`src/rtl/ip4_rtl_spa_wbq.sv`:
```
// SPA result writeback queue: in-order FIFO, push-to-wb_req latency 1 cycle, head shown combinationally.
// Backpressure: res_rdy drops when full, draining or flushing; the head is held until wb_gnt.
module ip4_rtl_spa_wbq #(
  parameter int WORD_W = 32,
  parameter int ADR_W  = 6,
  parameter int DEPTH  = 4
) (
  input  logic                     clk,
  input  logic                     rst_n,
  input  logic                     res_vld,
  output logic                     res_rdy,
  input  logic [ADR_W-1:0]         res_adr,
  input  logic [WORD_W-1:0]        res_dat,
  output logic                     wb_req,
  input  logic                     wb_gnt,
  output logic [ADR_W-1:0]         wb_adr,
  output logic [WORD_W-1:0]        wb_dat,
  input  logic                     flush,
  input  logic                     drain_req,
  output logic                     drain_done,
  output logic [$clog2(DEPTH):0]   cnt
);

  localparam int PW = $clog2(DEPTH);
  localparam int CW = PW + 1;

  typedef enum logic {RUN, DRAIN} state_t;

  state_t                     r_state;
  logic [PW-1:0]              r_wr_ptr;
  logic [PW-1:0]              r_rd_ptr;
  logic [CW-1:0]              r_cnt;
  logic                       r_drain_done;
  logic [ADR_W+WORD_W-1:0]    r_mem [DEPTH];

  logic w_push;
  logic w_pop;
  logic w_drain_exit;

  assign res_rdy    = (r_state == RUN) && (r_cnt < CW'(DEPTH)) && !flush;
  assign wb_req     = (r_cnt != '0) && !flush;
  assign {wb_adr, wb_dat} = r_mem[r_rd_ptr];
  assign cnt        = r_cnt;
  assign drain_done = r_drain_done;

  assign w_push = res_vld && res_rdy;
  assign w_pop  = wb_req && wb_gnt;

  // Leave DRAIN on the cycle whose edge empties the queue (or finds it already empty).
  assign w_drain_exit = (r_state == DRAIN) &&
                        (flush || (r_cnt == '0) || ((r_cnt == CW'(1)) && w_pop));

  always_ff @(posedge clk) begin
    if (w_push) begin
      r_mem[r_wr_ptr] <= {res_adr, res_dat};
    end
  end

  always_ff @(posedge clk or negedge rst_n) begin
    if (!rst_n) begin
      r_state      <= RUN;
      r_wr_ptr     <= '0;
      r_rd_ptr     <= '0;
      r_cnt        <= '0;
      r_drain_done <= 1'b0;
    end else begin
      if (flush) begin
        r_wr_ptr <= '0;
        r_rd_ptr <= '0;
        r_cnt    <= '0;
      end else begin
        if (w_push) r_wr_ptr <= r_wr_ptr + PW'(1);
        if (w_pop)  r_rd_ptr <= r_rd_ptr + PW'(1);
        case ({w_push, w_pop})
          2'b10:   r_cnt <= r_cnt + CW'(1);
          2'b01:   r_cnt <= r_cnt - CW'(1);
          default: r_cnt <= r_cnt;
        endcase
      end

      r_drain_done <= w_drain_exit;
      case (r_state)
        RUN:     if (drain_req) r_state <= DRAIN;
        DRAIN:   if (w_drain_exit) r_state <= RUN;
        default: r_state <= RUN;
      endcase
    end
  end

endmodule

```
`config.mk`:
```
export PLATFORM = sky130hd
export DESIGN_NAME = ip4_rtl_spa_wbq
export DESIGN_NICKNAME = d
export VERILOG_FILES = /design/src/rtl/ip4_rtl_spa_wbq.sv
export SDC_FILE = /design/constraint.sdc
export NUM_CORES = 1
export LEC_CHECK = 0
export BUFFER_PORTS_ARGS = -buffer_cell sky130_fd_sc_hd__buf_2
export CAP_MARGIN = 5
export CORE_MARGIN = 2
export CORE_UTILIZATION = 56
export DETAILED_ROUTE_END_ITERATION = 7
export PLACE_DENSITY = 0.89
export SYNTH_ARGS = -nofsm -noshare
export SYNTH_HDL_FRONTEND = slang
export SYNTH_SLANG_ARGS = --single-unit
```
`constraint.sdc`:
```
create_clock -name clk -period 2.5 [get_ports clk]
set_input_delay 0.25 -clock clk [delete_from_list [all_inputs] [get_ports clk]]
set_output_delay 0.25 -clock clk [all_outputs]
set_load 0.005 [all_outputs]
```
; ---- Word-level counts from Yosys, hierarchy flattened
; Memories as Yosys holds them, arrays and structs flattened.
; Index checks and enable logic that the tools add are counted.
[totals]
regBits = 9
ramBits = 152
inputBits = 44
out_inout_bits = 44
elab_cells = 41
memories = 1
[memory_table]
columns = memory, depth, width, read_ports, rd_clocked_by_memory_dff, write_ports, line
row1 = r_mem, 4, 38, 1, 0, 1, 34  ; logic [ADR_W+WORD_W-1:0] r_mem [DEPTH];
[classes]
n_addsub = 4
n_lt_le_gt_ge = 1
eq_ne = 3
muxes = 11
bitwise = 1
reduce_logical = 15
[op_table]
columns = op, count
row1 = $mux W2, 4
row2 = $logic_and A1 B1 Y1, 7
row3 = $pmux W3 S2, 1
row4 = $reduce_bool A3 Y1, 2
row5 = $add A2 B1 Y2 const B, 2
row6 = $mux W1, 4
row7 = $reduce_bool A2 Y1, 2
row8 = $add A3 B1 Y3 const B, 1
row9 = $eq A3 B1 Y1 const B, 1
row10 = $logic_not A3 Y1, 1
row11 = $lt A3 B3 Y1 const B, 1
row12 = $mux W3, 1
row13 = $sub A3 B1 Y3 const B, 1
row14 = $eq A2 B1 Y1 const B, 1
row15 = $eq A2 B2 Y1 const B, 1
row16 = $logic_or A1 B1 Y1, 2
row17 = $pmux W1 S2, 1
row18 = $logic_not A1 Y1, 1
row19 = $not A1 Y1, 1

; ---- Depth between registers and ports, before layout
; Gate-level depths: netlist of the first run.
[logic_depth]
depth_word = 8
mapped_depth = 6

; ---- Worst setup path before layout of the first run
; No wires, ideal clock.
[synth_path]
path_kind = register -> register
from = register r_cnt[2], in the netlist cnt[2]
to = memory r_mem[2][0] (netlist name) (enable)
arrival_ps = 1890
t_required_ps = 2101
slack_ps = 211
path_stages_with_launch = 4
path_buffers = 1
period_less_slack_ps = 2289
cell_sequence = dfrtp_1 nor4b_2 buf_4 and2_1
[synth_between]
elab_chain_len = 6
[synth_lines]
columns = item, line
row1 = from (decl), 32  ; logic [CW-1:0] r_cnt;
row2 = from (signal assigned), 75  ; 2'b10: r_cnt <= r_cnt + CW'(1);
row3 = from (signal assigned), 76  ; 2'b01: r_cnt <= r_cnt - CW'(1);
row4 = from (signal assigned), 77  ; default: r_cnt <= r_cnt;
row5 = $lt A3 B3 Y1, 40  ; assign res_rdy = (r_state == RUN) && (r_cnt < CW'(DEPTH)) && !flush;
row6 = $logic_and A1 B1 Y1 (2 in series), 40
row7 = $logic_and A1 B1 Y1, 46  ; assign w_push = res_vld && res_rdy;
row8 = $mux W1, 54  ; if (w_push) begin
row9 = $mux W1 (implied by the code), 55  ; r_mem[r_wr_ptr] <= {res_adr, res_dat};
row10 = to (decl), 34
; No other way between the ends.

; ---- Worst setup path in the final report of the first run
[layout_path]
from = register r_rd_ptr[0]
to = output wb_dat[11]
[layout_between]
elab_chain_len = 1
[layout_lines]
columns = item, line
row1 = from (decl), 31  ; logic [PW-1:0] r_rd_ptr;
row2 = from (signal assigned), 73  ; if (w_pop) r_rd_ptr <= r_rd_ptr + PW'(1);
row3 = $mem_v2 Z4 W38, n/a
row4 = to (decl), 17  ; output logic [WORD_W-1:0] wb_dat,
; No other way between the ends.

==> results of run 1 <==
==> layer usage <==
metal / global-route usage [%] / part of all wire, % / vias to the layer above
li1: - / - / 1383
met1: 27.0 / 41 / 1570
met2: 35.8 / 54 / 99
met3: 5.85 / 3.9 / 12
met4: 6.78 / 1.1 / 0
met5: 0 / 0 / -
==> cell usage after synthesis (3+ instances only) <==
cell / number / area share [%]
clkbuf_1: 3 / 0.18
a21oi_1: 3 / 0.25
ha_1: 8 / 1.6
inv_1: 5 / 0.31
buf_4: 5 / 0.62
buf_2: 3 / 0.25
edfxtp_1: 152 / 75
mux4_2: 38 / 14
nor2_1: 6 / 0.37
dfrtp_1: 9 / 3.7
and2_1: 4 / 0.41
==> cell families (layout without fill, tap and decap cells) <==
group           Yosys count  in the layout  share of synthesized area (%)
buf+inv                  16            176                           1.36
flops                   161            161                           78.7
simple gates             26             26                           2.67
compound gates            9              9                          0.822
xor+xnor                  3              3                          0.432
mux                      40             40                           14.4
fa+ha+maj                 8              8                           1.64
==> stage by stage <==
step | power (mW) | std cells
after floorplan | 4.29 | 263
final | 7.33 | 563
after global placement | 4.82 | 491
after global routing | 7.65 | 563
after CTS | 7.40 | 563
after detailed placement | 4.88 | 491
==> cell usage in the layout, fill, tap and decap left out, types with 3 or more instances in the layout <==
cell	count
buf_2	87
mux4_2	38
nor2_1	6
buf_12	5
a21oi_1	3
clkinvlp_4	4
inv_1	5
ha_1	8
buf_4	7
and2_2	4
edfxtp_1	152
clkbuf_16	16
dfrtp_1	7
dlygate4sd3_1	40
inv_6	3
==> registers in the layout, summed over array words and instances (netlist names) <==
name / flops
drain_done: 1
cnt: 3
r_state: 1
r_mem: 152
r_wr_ptr: 2
r_rd_ptr: 2
==> layout make-up <==
type,instances,area [sq um],share of cell area [%]
Inverter,5,18.8,0.241
Sequential cell,161,4790,61.7
Multi-Input combinational cell,86,1220,15.7
Clock inverter,15,159,2.04
Timing Repair Buffer,139,988,12.7
Tap cell,140,175,2.25
Clock buffer,17,414,5.33
==> path summary, 6_finish.rpt <==
path                       cells after the start  slack (ns)                 endpoint
setup reg to reg                               4        0.54    r_mem[2][4]$_DFFE_PP_
max in group asynchronous                      2        2.17  r_rd_ptr[0]$_DFFE_PN0P_
hold / removal                                 2        0.03  r_wr_ptr[0]$_DFFE_PN0P_
hold reg to reg                                1        0.62     drain_done$_DFF_PN0_
min in group asynchronous                      2        0.11        r_state$_DFF_PN0_
setup / recovery                               3        0.19               wb_dat[11]
==> worst max-delay path: stages (launching register included) <==
cell,delay (ns)
dfrtp_4,0.61
buf_12,0.23
mux4_2,0.54
buf_2,0.15
==> power by group through the flow <==
stage / sequential [mW] / combinational [mW] / clock (mW)
after floorplan: 3.27 / 1.02 / 0
after global placement: 3.36 / 1.47 / 0
after detailed placement: 3.37 / 1.51 / 0
after CTS: 3.32 / 1.57 / 2.51
after global routing: 3.35 / 1.69 / 2.61
final: 3.32 / 1.55 / 2.47
==> what timing repair did <==
action,in CTS,in global routing
endpoints found under the setup margin,0,15
gates resized for setup,0,1
hold buffers,40,0
hold endpoints to repair,162,0
==> results.sh, run 1 <==
export IMPL_drtPass1Iterations=5
export IMPL_pwr_share_comb_pct=21.1
export IMPL_ant_nets=0
export IMPL_post_drt_via_cell_ratio=5.44
export IMPL_avgRoutedWirePerCell_um=20.2
export IMPL_final_min_clock_period_ns=2.31
export IMPL_grt_pass1_vias=3205
export IMPL_die_w_um=108
export IMPL_skew_ns=0.0109
export IMPL_slew_headroom_pct=68.1
export IMPL_cp_start_kind="register"
export IMPL_num_rows=38
export IMPL_critPathCaptureType="output port"
export IMPL_p_int_mw=5.47
export IMPL_dieArea_sq_um=11700
export IMPL_grt_pass1_wl_mm=17.5
export IMPL_clock_sinks=161
export IMPL_max_freq_mhz=433
export IMPL_p_sw_mw=1.86
export IMPL_antenna_found_initial=0
export IMPL_pwr_density_cell_nw_per_um2=943
export IMPL_hpwl_mm=6.66
export IMPL_globalRouteTotalUtil_pct=21.2
export IMPL_synthToLayoutAreaGrowth_pct=27.6
export IMPL_yosysSeqAreaShare_pct=78.7
export IMPL_cts_setup_buffers=0
export IMPL_clk_pin_slew_ns=0.07
export IMPL_hold_ws_ns=0.0343
export IMPL_grt_max_degree=23
export IMPL_rsz0062_at_grt="false"
export IMPL_critPathMaxFanout=17
export IMPL_setup_ws_ns=0.188
export IMPL_place_area_sq_um=6800
export IMPL_synth_cell_types=32
export IMPL_crit_start="r_rd_ptr[0]$_DFFE_PN0P_"
export IMPL_cts_buffers=17
export IMPL_worst_pin_slew_ns=0.479
export IMPL_n_fill_cell=647
export IMPL_cts_htree_levels=4
export IMPL_power_leakage_nw=2.72
export IMPL_finalSetupViolations=0
export IMPL_syn_area_sq_um=6090
export IMPL_coreArea_sq_um=10700
export IMPL_drive_gt1_share_pct=42.1
export IMPL_place_ws_ns=0.534
export IMPL_status="finished clean"
export IMPL_clock_latency_ns=0.52
export IMPL_syn_inst=263
export IMPL_antenna_cells=0
export IMPL_synth_avg_cell_area_sq_um=23.2
export IMPL_drt_iter0_drc=208
export IMPL_synth_seq_cells=161
export IMPL_die_y_um=108
export IMPL_postLayoutCoreUtil_pct=72.3
export IMPL_pwr_share_clk_pct=33.7
export IMPL_hold_viol_final=0
export IMPL_cts_root_buf="clkbuf_8"
export IMPL_sw_frac_of_total_pct=25.4
export IMPL_num_nets_final=462
export IMPL_worstHoldStart="flush"
export IMPL_required_ns=2.25
export IMPL_p_seq_share_pct=45.2
export IMPL_syn_num_nets=315
export IMPL_async_reset_ff_share_pct=5.59
export IMPL_clk_path_buf_depth=2
export IMPL_routabilityCongestion=0.715
export IMPL_crit_type="register to output port"
export IMPL_drv_slew=0
export IMPL_drc=0
export IMPL_yosysWarnings=0
export IMPL_synth_edff_count=152
export IMPL_hold_path_class="input pin to register"
export IMPL_grt_overflow=0
export IMPL_vdd_drop_max_v=0.000453
export IMPL_r2r_start="cnt[2]$_DFFE_PN0P_"
export IMPL_synth_flop_cell="edfxtp_1"
export IMPL_ios=88
export IMPL_vias=3064
export IMPL_cts_tree="yes"
export IMPL_setup_tns_final_ns=0
export IMPL_numPortBuffers=87
export IMPL_finalCritPeriodShare_pct=92.5
export IMPL_worstPathArrival_ns=2.06
export IMPL_maxCapViolations=0
export IMPL_initial_utilization_pct=56.7
export IMPL_fin_area_sq_um=7770
export IMPL_finalWirelength_mm=11.4
(Power assumes the default switching activity.)
==> run 2: changes to the inputs <==
- RECOVER_POWER: default -> 100
==> run 2 against run 1 <==
Compared with the run above: worst hold slack got worse by 0.0095 ns; total power decreased by 0.95%; final cell count unchanged; first-iteration DRC count decreased by 6.3%; sequential cell count unchanged; worst setup slack about the same; sequential power about the same; clock power about the same.
==> results.sh, run 2 (synthesis results as in run 1) <==
export IMPL_status="finished clean"
export IMPL_antenna_cells=0
export IMPL_r2r_slack_ns=0.20
export IMPL_setup_tns_final_ns=0
export IMPL_grt_pass1_wl_mm=17.5
export IMPL_die_w_um=108
export IMPL_postLayoutCoreUtil_pct=71.3
export IMPL_register_area_sq_um=4790
export IMPL_power_leakage_nw=2.54
export IMPL_drc=0
export IMPL_coreArea_sq_um=10700
export IMPL_antenna_found_initial=0
export IMPL_worst_pin_slew_ns=0.594
export IMPL_hold_path_class="input pin to register"
export IMPL_required_ns=2.25
export IMPL_ant_nets=0
export IMPL_worstPathArrival_ns=2.06
export IMPL_cts_root_buf="clkbuf_8"
export IMPL_vdd_drop_max_v=0.000441
export IMPL_ff2ff_path_depth=4
export IMPL_rsz0062_at_grt="false"
export IMPL_mostFrequentLayoutCells="152 x edfxtp_1, 61 x clkbuf_1, 40 x dlygate4sd3_1"
export IMPL_worstPathCellList="buf_12 -> mux4_2 -> buf_2"
export IMPL_r2r_start="cnt[2]$_DFFE_PN0P_"
export IMPL_drv_slew=0
export IMPL_grt_pass1_vias=3205
export IMPL_num_nets_final=462
export IMPL_finalWirelength_mm=11.4
export IMPL_largest_reg_flops=152
export IMPL_crit_type="register to output port"
export IMPL_clock_sinks=161
export IMPL_whs_path_depth=2
export IMPL_crit_path_top_delay_cell="dfrtp_4"
export IMPL_post_drt_via_cell_ratio=5.44
export IMPL_skew_ns=0.0103
export IMPL_hold_ws_ns=0.0248
export IMPL_slew_headroom_pct=60.4
export IMPL_hold_end="r_wr_ptr[0]$_DFFE_PN0P_"
export IMPL_layout_commonest_cell="edfxtp_1"
export IMPL_dieArea_sq_um=11700
export IMPL_n_fill_cell=697
export IMPL_finalCritPeriodShare_pct=92.5
export IMPL_routabilityCongestion=0.715
export IMPL_cp_start_kind="register"
export IMPL_cts_htree_levels=4
export IMPL_cts_setup_buffers=0
export IMPL_avgRoutedWirePerCell_um=20.3
export IMPL_crit_path_max_incr_delay_ns=0.61
export IMPL_drt_iter0_drc=195
export IMPL_initial_utilization_pct=56.7
export IMPL_critPathCaptureType="output port"
export IMPL_place_ws_ns=0.534
export IMPL_largest_register="r_mem"
export IMPL_globalRouteTotalUtil_pct=21.2
export IMPL_finalSetupViolations=0
export IMPL_hpwl_mm=6.66
export IMPL_critPathMaxFanout=17
export IMPL_final_min_clock_period_ns=2.31
export IMPL_grt_overflow=0
export IMPL_num_rows=38
export IMPL_regToRegEndpoint="r_mem[0][17]$_DFFE_PP_"
export IMPL_cts_tree="yes"
export IMPL_drtPass1Iterations=4
export IMPL_setup_ws_ns=0.188
export IMPL_drive_gt1_share_pct=27.0
export IMPL_hold_viol_final=0
export IMPL_worstHoldStart="flush"
export IMPL_ios=88
export IMPL_clock_latency_ns=0.52
export IMPL_numPortBuffers=87
export IMPL_vias=3062
export IMPL_grt_max_degree=23
export IMPL_clk_path_buf_depth=2
export IMPL_max_freq_mhz=433
export IMPL_multi_input_area_sq_um=1200
export IMPL_synthToLayoutAreaGrowth_pct=25.9
export IMPL_cts_buffers=17
export IMPL_pwr_density_cell_nw_per_um2=947
export IMPL_maxCapViolations=0
export IMPL_clk_pin_slew_ns=0.07
export IMPL_die_y_um=108
==> run 2: cell count changes in the layout (fill, tap and decap cells not counted) <==
cell      delta
nand2_4      -1
nor4b_1      +1
buf_2       -59
clkbuf_1    +61
nor4b_2      -1
or2b_4       -1
buf_4        -6
or2b_1       +1
clkbuf_2     +3
nand2_1      +1
clkbuf_4     +1
==> run 2: worst max path at each step <==
| stage | start | to | slack [ns] |
|---|---|---|---|
| floorplan | cnt[2]$_DFFE_PN0P_ | r_mem[2][0]$_DFFE_PP_ | 0.21 |
| global placement | cnt[2]$_DFFE_PN0P_ | r_mem[2][37]$_DFFE_PP_ | 0.62 |
| detailed placement | cnt[2]$_DFFE_PN0P_ | r_mem[2][7]$_DFFE_PP_ | 0.53 |
| CTS | r_rd_ptr[0]$_DFFE_PN0P_ | wb_dat[11] | 0.04 |
| global route | cnt[2]$_DFFE_PN0P_ | r_mem[2][4]$_DFFE_PP_ | 0.04 |
| finish | r_rd_ptr[0]$_DFFE_PN0P_ | wb_dat[11] | 0.19 |
==> run 2: repair_timing <==
item / in CTS / in global routing
hold buffers: 40 / 0
hold endpoints to repair: 162 / 0
resized for setup: 0 / 1
setup endpoints to repair: 0 / 15
==> run 2: per-layer routing <==
metal  global-route usage (%)  part of all wire, %  up-vias
met2                     35.8                   54       98
li1                         -                    -     1386
met4                     6.78                  1.2        0
met5                        0                    0        -
met3                     5.85                  4.5       13
met1                     27.0                   40     1565
==> run 2: report_power, final <==
group	switching (mW)	internal, mW	total (mW)
registers	0.162	3.15	3.32
logic	0.659	0.815	1.47
clock network	1.04	1.43	2.47
==> run 2: layout make-up <==
cell class | instances | area share (%)
clock buffer | 17 | 5.40
clock inverter | 15 | 2.07
inverter | 5 | 0.245
multi-input combinational | 86 | 15.7
sequential | 161 | 62.5
tap | 140 | 2.28
timing repair buffer | 139 | 11.7
==> run 2: critical path, delay by kind of cell, from the launching register on <==
kind                   cells  cell delay (ns)
DFF                        1             0.61
buffers and inverters      2             0.38
muxes                      1             0.54
==> run 2: per-stage QoR <==
step                      cell area (sq um)  cells  power (mW)
after global routing                   7670    563        7.58
after CTS                              7770    563        7.40
after global placement                 6800    491        4.82
after detailed placement               6800    491        4.88
after floorplan                        6090    263        4.29
final                                  7670    563        7.26
